==> src/rtl/fft4_seq_ctrl_pkg.sv <==
// Shared definitions for the 4-point FFT sequencer: state encoding, default
// sample width and the output-width derivation.
`ifndef FFT4_SEQ_CTRL_PKG_SV
`define FFT4_SEQ_CTRL_PKG_SV

// Full-range signed width for a 4-sample sum of DW-bit unsigned values.
`define FFT4_OW(dw) ((dw) + 3)

package fft4_seq_ctrl_pkg;

  localparam int DEF_DW = 2;

  typedef enum logic [1:0] {
    ST_LOAD    = 2'd0,
    ST_COMPUTE = 2'd1,
    ST_OUT     = 2'd2
  } state_t;

endpackage

`endif

==> src/rtl/fft4_bfly.sv <==
// Combinational radix-2 butterfly network for a 4-point FFT of real
// unsigned samples; inputs are zero-extended to the signed output width.
module fft4_bfly #(
  parameter int DW = 2,
  parameter int OW = DW + 3
) (
  input  logic        [DW-1:0] i_x0,
  input  logic        [DW-1:0] i_x1,
  input  logic        [DW-1:0] i_x2,
  input  logic        [DW-1:0] i_x3,
  output logic signed [OW-1:0] o_x0_re,
  output logic signed [OW-1:0] o_x0_im,
  output logic signed [OW-1:0] o_x1_re,
  output logic signed [OW-1:0] o_x1_im,
  output logic signed [OW-1:0] o_x2_re,
  output logic signed [OW-1:0] o_x2_im,
  output logic signed [OW-1:0] o_x3_re,
  output logic signed [OW-1:0] o_x3_im
);

  logic signed [OW-1:0] w_a, w_b, w_c, w_d;
  logic signed [OW-1:0] w_s02, w_d02, w_s13, w_d13;

  assign w_a = {{(OW-DW){1'b0}}, i_x0};
  assign w_b = {{(OW-DW){1'b0}}, i_x1};
  assign w_c = {{(OW-DW){1'b0}}, i_x2};
  assign w_d = {{(OW-DW){1'b0}}, i_x3};

  assign w_s02 = w_a + w_c;
  assign w_d02 = w_a - w_c;
  assign w_s13 = w_b + w_d;
  assign w_d13 = w_b - w_d;

  assign o_x0_re = w_s02 + w_s13;
  assign o_x0_im = '0;
  assign o_x1_re = w_d02;
  assign o_x1_im = -w_d13;
  assign o_x2_re = w_s02 - w_s13;
  assign o_x2_im = '0;
  assign o_x3_re = w_d02;
  assign o_x3_im = w_d13;

endmodule

==> src/rtl/fft4_seq_ctrl.sv <==
// Framed valid/ready sequencer around the 4-point FFT butterfly.
// FFT4_OVERLAP_EN: accept the next frame while the current bins stream out.
module fft4_seq_ctrl
  import fft4_seq_ctrl_pkg::*;
#(
  parameter  int DW = DEF_DW,
  localparam int OW = `FFT4_OW(DW)
) (
  input  logic                 clk,
  input  logic                 rst_n,
  input  logic                 in_valid,
  output logic                 in_ready,
  input  logic        [DW-1:0] in_data,
  output logic                 out_valid,
  input  logic                 out_ready,
  output logic signed [OW-1:0] out_re,
  output logic signed [OW-1:0] out_im,
  output logic        [1:0]    out_idx,
  output logic                 out_last
);

  state_t               r_state, w_state_nxt;
  logic [2:0]           r_cnt, w_cnt_inc, w_cnt_nxt;
  logic [1:0]           r_bin;
  logic [3:0][DW-1:0]   r_samp;
  logic [3:0][OW-1:0]   r_re, r_im;
  logic [3:0][OW-1:0]   w_re, w_im;
  logic                 w_in_acc, w_out_acc;

  fft4_bfly #(.DW(DW), .OW(OW)) u_bfly (
    .i_x0    (r_samp[0]),
    .i_x1    (r_samp[1]),
    .i_x2    (r_samp[2]),
    .i_x3    (r_samp[3]),
    .o_x0_re (w_re[0]),
    .o_x0_im (w_im[0]),
    .o_x1_re (w_re[1]),
    .o_x1_im (w_im[1]),
    .o_x2_re (w_re[2]),
    .o_x2_im (w_im[2]),
    .o_x3_re (w_re[3]),
    .o_x3_im (w_im[3])
  );

`ifdef FFT4_OVERLAP_EN
  // Results are held in r_re/r_im, so the sample buffer is free during OUT.
  assign in_ready = (r_state == ST_LOAD) || ((r_state == ST_OUT) && (r_cnt < 3'd4));
`else
  assign in_ready = (r_state == ST_LOAD);
`endif
  assign out_valid = (r_state == ST_OUT);
  assign w_in_acc  = in_valid && in_ready;
  assign w_out_acc = out_valid && out_ready;
  assign w_cnt_inc = r_cnt + {2'b00, w_in_acc};

  always_comb begin
    w_state_nxt = r_state;
    case (r_state)
      ST_LOAD:    if (w_cnt_inc == 3'd4) w_state_nxt = ST_COMPUTE;
      ST_COMPUTE: w_state_nxt = ST_OUT;
      ST_OUT: begin
        if (w_out_acc && (r_bin == 2'd3)) begin
`ifdef FFT4_OVERLAP_EN
          w_state_nxt = (w_cnt_inc == 3'd4) ? ST_COMPUTE : ST_LOAD;
`else
          w_state_nxt = ST_LOAD;
`endif
        end
      end
      default:    w_state_nxt = ST_LOAD;
    endcase
  end

  // Any entry into COMPUTE consumes the full sample buffer.
  assign w_cnt_nxt = (w_state_nxt == ST_COMPUTE) ? 3'd0 : w_cnt_inc;

  always_ff @(posedge clk) begin
    if (!rst_n) r_state <= ST_LOAD;
    else        r_state <= w_state_nxt;
  end

  always_ff @(posedge clk) begin
    if (!rst_n) begin
      r_cnt  <= '0;
      r_bin  <= '0;
      r_samp <= '0;
      r_re   <= '0;
      r_im   <= '0;
    end else begin
      r_cnt <= w_cnt_nxt;
      if (w_in_acc) r_samp[r_cnt[1:0]] <= in_data;
      if (r_state == ST_COMPUTE) begin
        r_re  <= w_re;
        r_im  <= w_im;
        r_bin <= '0;
      end else if (w_out_acc) begin
        r_bin <= r_bin + 2'd1;
      end
    end
  end

  assign out_re   = r_re[r_bin];
  assign out_im   = r_im[r_bin];
  assign out_idx  = r_bin;
  assign out_last = out_valid && (r_bin == 2'd3);

endmodule

==> config.mk <==
export PLATFORM = sky130hd
export DESIGN_NAME = fft4_seq_ctrl
export DESIGN_NICKNAME = d
export VERILOG_FILES = /design/src/rtl/fft4_seq_ctrl_pkg.sv /design/src/rtl/fft4_bfly.sv /design/src/rtl/fft4_seq_ctrl.sv
export SDC_FILE = /design/constraint.sdc
export NUM_CORES = 1
export LEC_CHECK = 0
export ABC_AREA = 1
export ABC_CLOCK_PERIOD_IN_PS = 2400
export CAP_MARGIN = 20
export CORE_MARGIN = 2
export CORE_UTILIZATION = 30
export DETAILED_ROUTE_END_ITERATION = 12
export DONT_BUFFER_PORTS = 1
export SYNTH_ARGS = -nofsm -noshare
export SYNTH_HDL_FRONTEND = slang
export SYNTH_SLANG_ARGS = --single-unit
==> constraint.sdc <==
create_clock -name clk -period 2.4 [get_ports clk]
set_clock_uncertainty 0.2 [all_clocks]
set_input_delay 0.36 -clock clk [delete_from_list [all_inputs] [get_ports clk]]
set_output_delay 0.36 -clock clk [all_outputs]
set_load 0.05 [all_outputs]
Yosys cells after proc, flatten, opt, wreduce, memory -nomap -nowiden
Cells that the tools add are included.
- flip-flop bits (word level): 40
- magnitude comparators: 3
- add/sub/neg operators: 9
- muxes and demuxes: 10
- bitwise logic cells: 1
- equal/unequal tests: 5
- reductions and logical operators: 8
- operators by type and width (cell ; number):
    binary-select mux 5 bit (select 2 bit) ; 2
    two-way mux 5 bit ; 2
    bitwise mux 8 bit ; 1
    adder 2 x 2 -> 3 bit ; 2
    less-than comparator 2 x 3 -> 1 bit, second input constant ; 2
    two-way mux 2 bit ; 3
    case mux 2 bit (3 select lines) ; 1
    subtractor 2 x 2 -> 3 bit ; 2
    adder 5 bit ; 1
    logical AND 1 bit ; 5
    negation 5 bit ; 1
    subtractor 5 bit ; 1
    demux 2 bit (select 2 bit) ; 1
    equality test 2 x 1 -> 1 bit, second input constant ; 2
    equality test 2 bit, second input constant ; 2
    OR reduction 2 bit ; 2
    adder 3 x 1 -> 3 bit ; 1
    equality test 3 bit, second input constant ; 1
    adder 2 x 1 -> 2 bit, second input constant ; 1
    greater-or-equal comparator 2 x 1 -> 1 bit, second input constant ; 1
    logical NOT 2 bit ; 1
    inverter 1 bit ; 1

Logic depth before layout (Yosys ltp)
- word-level depth: 8
- depth in mapped cells: 11
- gate-level depth less buffers: 11

Modules after synthesis
From an unflattened synthesis, not the netlist that was laid out.
- cell total of the unflattened synthesis: 420
- area, all modules: 2989.1 um^2
- modules (own cells, without submodules) (module ; sequential area each (um^2) ; cells each ; area an instance (um^2) ; times used):
    fft4_seq_ctrl ; 1101.1 ; 346 ; 2408.6 ; 1
    fft4_bfly ; 0.0 ; 74 ; 580.6 ; 1

Least setup slack after synthesis
Ideal clock, no wire load.
- kind: reg-to-output
- start: register r_bin[1], in the netlist out_idx[1]
- end: output port out_re[4]
- setup slack: -0.287 ns
- cell stages (with the launch flop): 3
- arrival time: 2.127 ns
- path through: dfxtp_1 inv_1 o31ai_1
- cells in the longest elaborated chain, start to end: 2
- ends and longest elaborated chain (what ; RTL line ; text):
    start, declared ; fft4_seq_ctrl.sv:24 ; logic [1:0] r_bin;
    start signal, assigned ; fft4_seq_ctrl.sv:97 ; r_bin <= r_bin + 2'd1;
    binary-select mux 5 bit (select 2 bit) ; fft4_seq_ctrl.sv:102 ; assign out_re = r_re[r_bin];
    two-way mux 5 bit (implied by the code) ; fft4_seq_ctrl.sv:102 ;
    end, declared ; fft4_seq_ctrl.sv:16 ; output logic signed [OW-1:0] out_re,
Every way passes these cells. The select of a mux whose other input is x is not followed.

Worst setup path in the final report
- start: register r_samp[0] (netlist name)
- end: register r_re[12] (netlist name)
- cells in the longest elaborated chain, start to end: 2
- ends and longest elaborated chain (what ; RTL line ; text):
    start, declared ; fft4_seq_ctrl.sv:25 ; logic [3:0][DW-1:0] r_samp;
    start signal, assigned by index ; fft4_seq_ctrl.sv:91 ; if (w_in_acc) r_samp[r_cnt[1:0]] <= in_data;
    adder 2 x 2 -> 3 bit ; fft4_bfly.sv:29 ; assign w_s02 = w_a + w_c;
    subtractor 5 bit ; fft4_bfly.sv:38 ; assign o_x2_re = w_s02 - w_s13;
    net u_bfly.o_x2_re[2] ; fft4_bfly.sv:15 ; output logic signed [OW-1:0] o_x2_re,
    end signal, assigned ; fft4_seq_ctrl.sv:93 ; r_re <= w_re;
    end, declared ; fft4_seq_ctrl.sv:26 ; logic [3:0][OW-1:0] r_re, r_im;
The timed path passes the listed nets, and every way through them passes these cells.
A chain may end at the register's enable or synchronous reset.

==> metrics.md <==
| Metric | Value |
|---|---|
| Status | complete, no violations |
| Met3 Usage GRT | 3.85% |
| Htree depth | 2 |
| CTS Buffer Depth | 2 |
| Placed cell area | 2010 sq um |
| Die extent in x | 81.8 um |
| DR WL/cell | 11.1 um |
| Final Critical Period | 2.27 ns |
| Max_slew headroom | 64.1% |
| Fmax achieved | 0.440 GHz |
| Initial antenna violation count | 0 |
| Register area share after synthesis | 36.4% |
| Commonest non-fill, non-tap cells in the layout | nand2_1, inv_1, dfxtp_1 |
| Diode count | 0 |
| Fin. max-slew vios | 0 |
| Setup tns final | 0 ns |
| Reg area | 664 sq um |
| CTS tree | done |
| CTS Root Cell | clkbuf_8 |
| I/O pin count | 21 |
| Static leakage | 0.997 nW |
| Pre-Repair DR Iteration Count | 4 |
| Yosys top cell by area | dfxtp_1 |
| GP Congestion | 0.804 |
| Row count | 28 |
| Ordered list of cells on the worst path | ha_1 -> inv_1 -> fa_1 -> fa_2 -> inv_2 -> fa_1 -> nand3_1 -> nand2_1 |
| Nets | 290 |
| Register bit total from synthesis | 33 |
| Worst Tran Pin Value | 0.538 ns |
| Total global-route track usage | 12.2% |
| Fillers | 640 |
| Top cell type's share of synthesized area | 36.4% |
| CP Max Fanout | 2 |
| Post-synth EDFFs | 0 |
| Syn_nets | 273 |
| Setup fix buffers added after clock tree synthesis | 0 |
| Worst Setup Start Kind | flip-flop |
| M2 GR Usage | 19.2% |
| Final Cell Area | 2160 sq um |
| Mapped cell area | 1820 sq um |
| Most used cell, CP | fa_1 |
| Starting DRC count in detailed routing | 71 |
| Clock insertion delay at the later pin of the skew report | 0.29 ns |
| Vias per cell | 4.44 |
| PD cells | 598 nW/um^2 |
| Die area | 6690 sq um |
| First-pass GRT wire length | 6270 um |
| Routed WL | 3760 um |
| Final hold vios | 0 |
| Post-synth ARST share | 0% |
| HP Class | in2reg |
| Synth top area cells | dfxtp_1, ha_1, nand2_1 |
| Setup-failing EPs final | 0 |
| CTS buffer count | 5 |
| Worst EP arrival | 2.26 ns |
| Final worst slack | 0.127 ns |
| Critical Path Max Stage Delay | 0.45 ns |
| Period utilization | 94.7% |
| Final Core Density | 36.6% |
| Worst path required time | 2.39 ns |
| Worst path slowest cell | fa_1 |
| Core area | 5890 sq um |
| DR vias | 1500 |
| Critical path class | reg2reg |
| Cell count after synthesis | 245 |
| DRC violations left | 0 |
| Ys flop type | dfxtp_1 |
| Library cells used by synthesis | 22 |
| HPWL Detailed | 2840 um |
| Worst slack, placed | 0.00993 ns |
| Total power | 1.29 mW |
| Vias in the first global route | 1409 |
| CTS sink cnt | 33 |
| Die H | 81.8 um |
| Footprint of the multi-input gates | 980 sq um |
| Syn. warnings | 0 |
| Largest net degree at the start of global routing | 15 |
| Grt ovf | 0 |
| Antenna-violating nets left | 0 |
| Busiest grt layer | met2 |
| Critical path capture point type | flip-flop |
| Clock slew at reported path FFs | 0.07 ns |
| Met1 GRT Util | 15.8% |
| RSZ-0062 raised after global routing | false |
| PortBufs | 0 |
| Max Cap Violations | 0 |
| Commonest non-fill, non-tap cell in the layout | nand2_1 |
| Syn Area/Cell | 7.42 sq um |
| Share of layout cells above drive strength 1 | 14.1% |
| Area grow syn2layout | 18.7% |
| Initial Utilization | 30.9% |
| Maximum vdd drop | 0.218 mV |
[power breakdown]
group,internal [mW],switching [mW]
clock,0.338,0.202
combinational,0.0674,0.103
sequential,0.563,0.0146
[sequential cells by signal, summed over array words and instances (netlist names)]
name     flops
r_im         7
r_re        11
out_idx      2
r_cnt        3
r_samp       8
r_state      2
[synth_stat cells (2+ instances only)]
cell / count
nand2_1: 48
inv_1: 46
dfxtp_1: 33
nor2_1: 30
o21ai_0: 22
ha_1: 15
nand3_1: 12
nand4_1: 8
fa_1: 7
a21oi_1: 5
o22ai_1: 4
clkbuf_1: 3
buf_4: 2
inv_2: 2
[area by class of cell]
| cell class | count | area share, % |
|---|---|---|
| Multi-Input combinational cell | 158 | 45.4 |
| Inverter | 48 | 8.35 |
| Clock buffer | 7 | 4.00 |
| Timing Repair Buffer | 16 | 5.68 |
| Clock inverter | 1 | 1.39 |
| Sequential cell | 33 | 30.8 |
| Tap cell | 75 | 4.35 |
[per-stage QoR]
stage	cells	hold WS, ns
final	338	0.00673
after global routing	338	0.00875
after CTS	338	0.000932
after detailed placement	329	0.243
after global placement	329	0.243
after floorplan	245	0.219
[final timing paths]
check	to	from	slack, ns	depth (start not counted)
max	r_re[12]	r_samp[0]	0.13	8
min	r_samp[2]	rst_n	0.007	2
max reg2reg	r_re[12]	r_samp[0]	0.13	8
min reg2reg	r_re[1]	r_re[1]	0.26	2
[routing by layer]
metal | share of wire (%) | routed length, um
met5 | 0 | 0
met4 | 1.3 | 48
met3 | 4.4 | 167
met2 | 44 | 1670
met1 | 50 | 1870
[cells by family after synthesis]
logic type               synth area share (%)
AND/OR/NAND/NOR                          23.4
XOR/XNOR                                0.482
AO/OA/AOI/OAI                            10.1
buffers and inverters                    11.6
flip-flops                               36.4
adder cells (fa/ha/maj)                  18.0
[timing repair]
item                       4_1_cts  5_1_grt
hold endpoints to repair         9        0
gates resized for setup          0        8
hold buffers                     1        0
setup endpoints to repair        0        2
[worst max-delay path: cells and delay by family, from the launching register on]
family / cells / cell delay (ns)
DFF: 1 / 0.32
buffers and inverters: 2 / 0.14
adders and majority gates: 4 / 1.38
and+or+nand+nor: 2 / 0.14
Power figures use the tool's default switching activity.
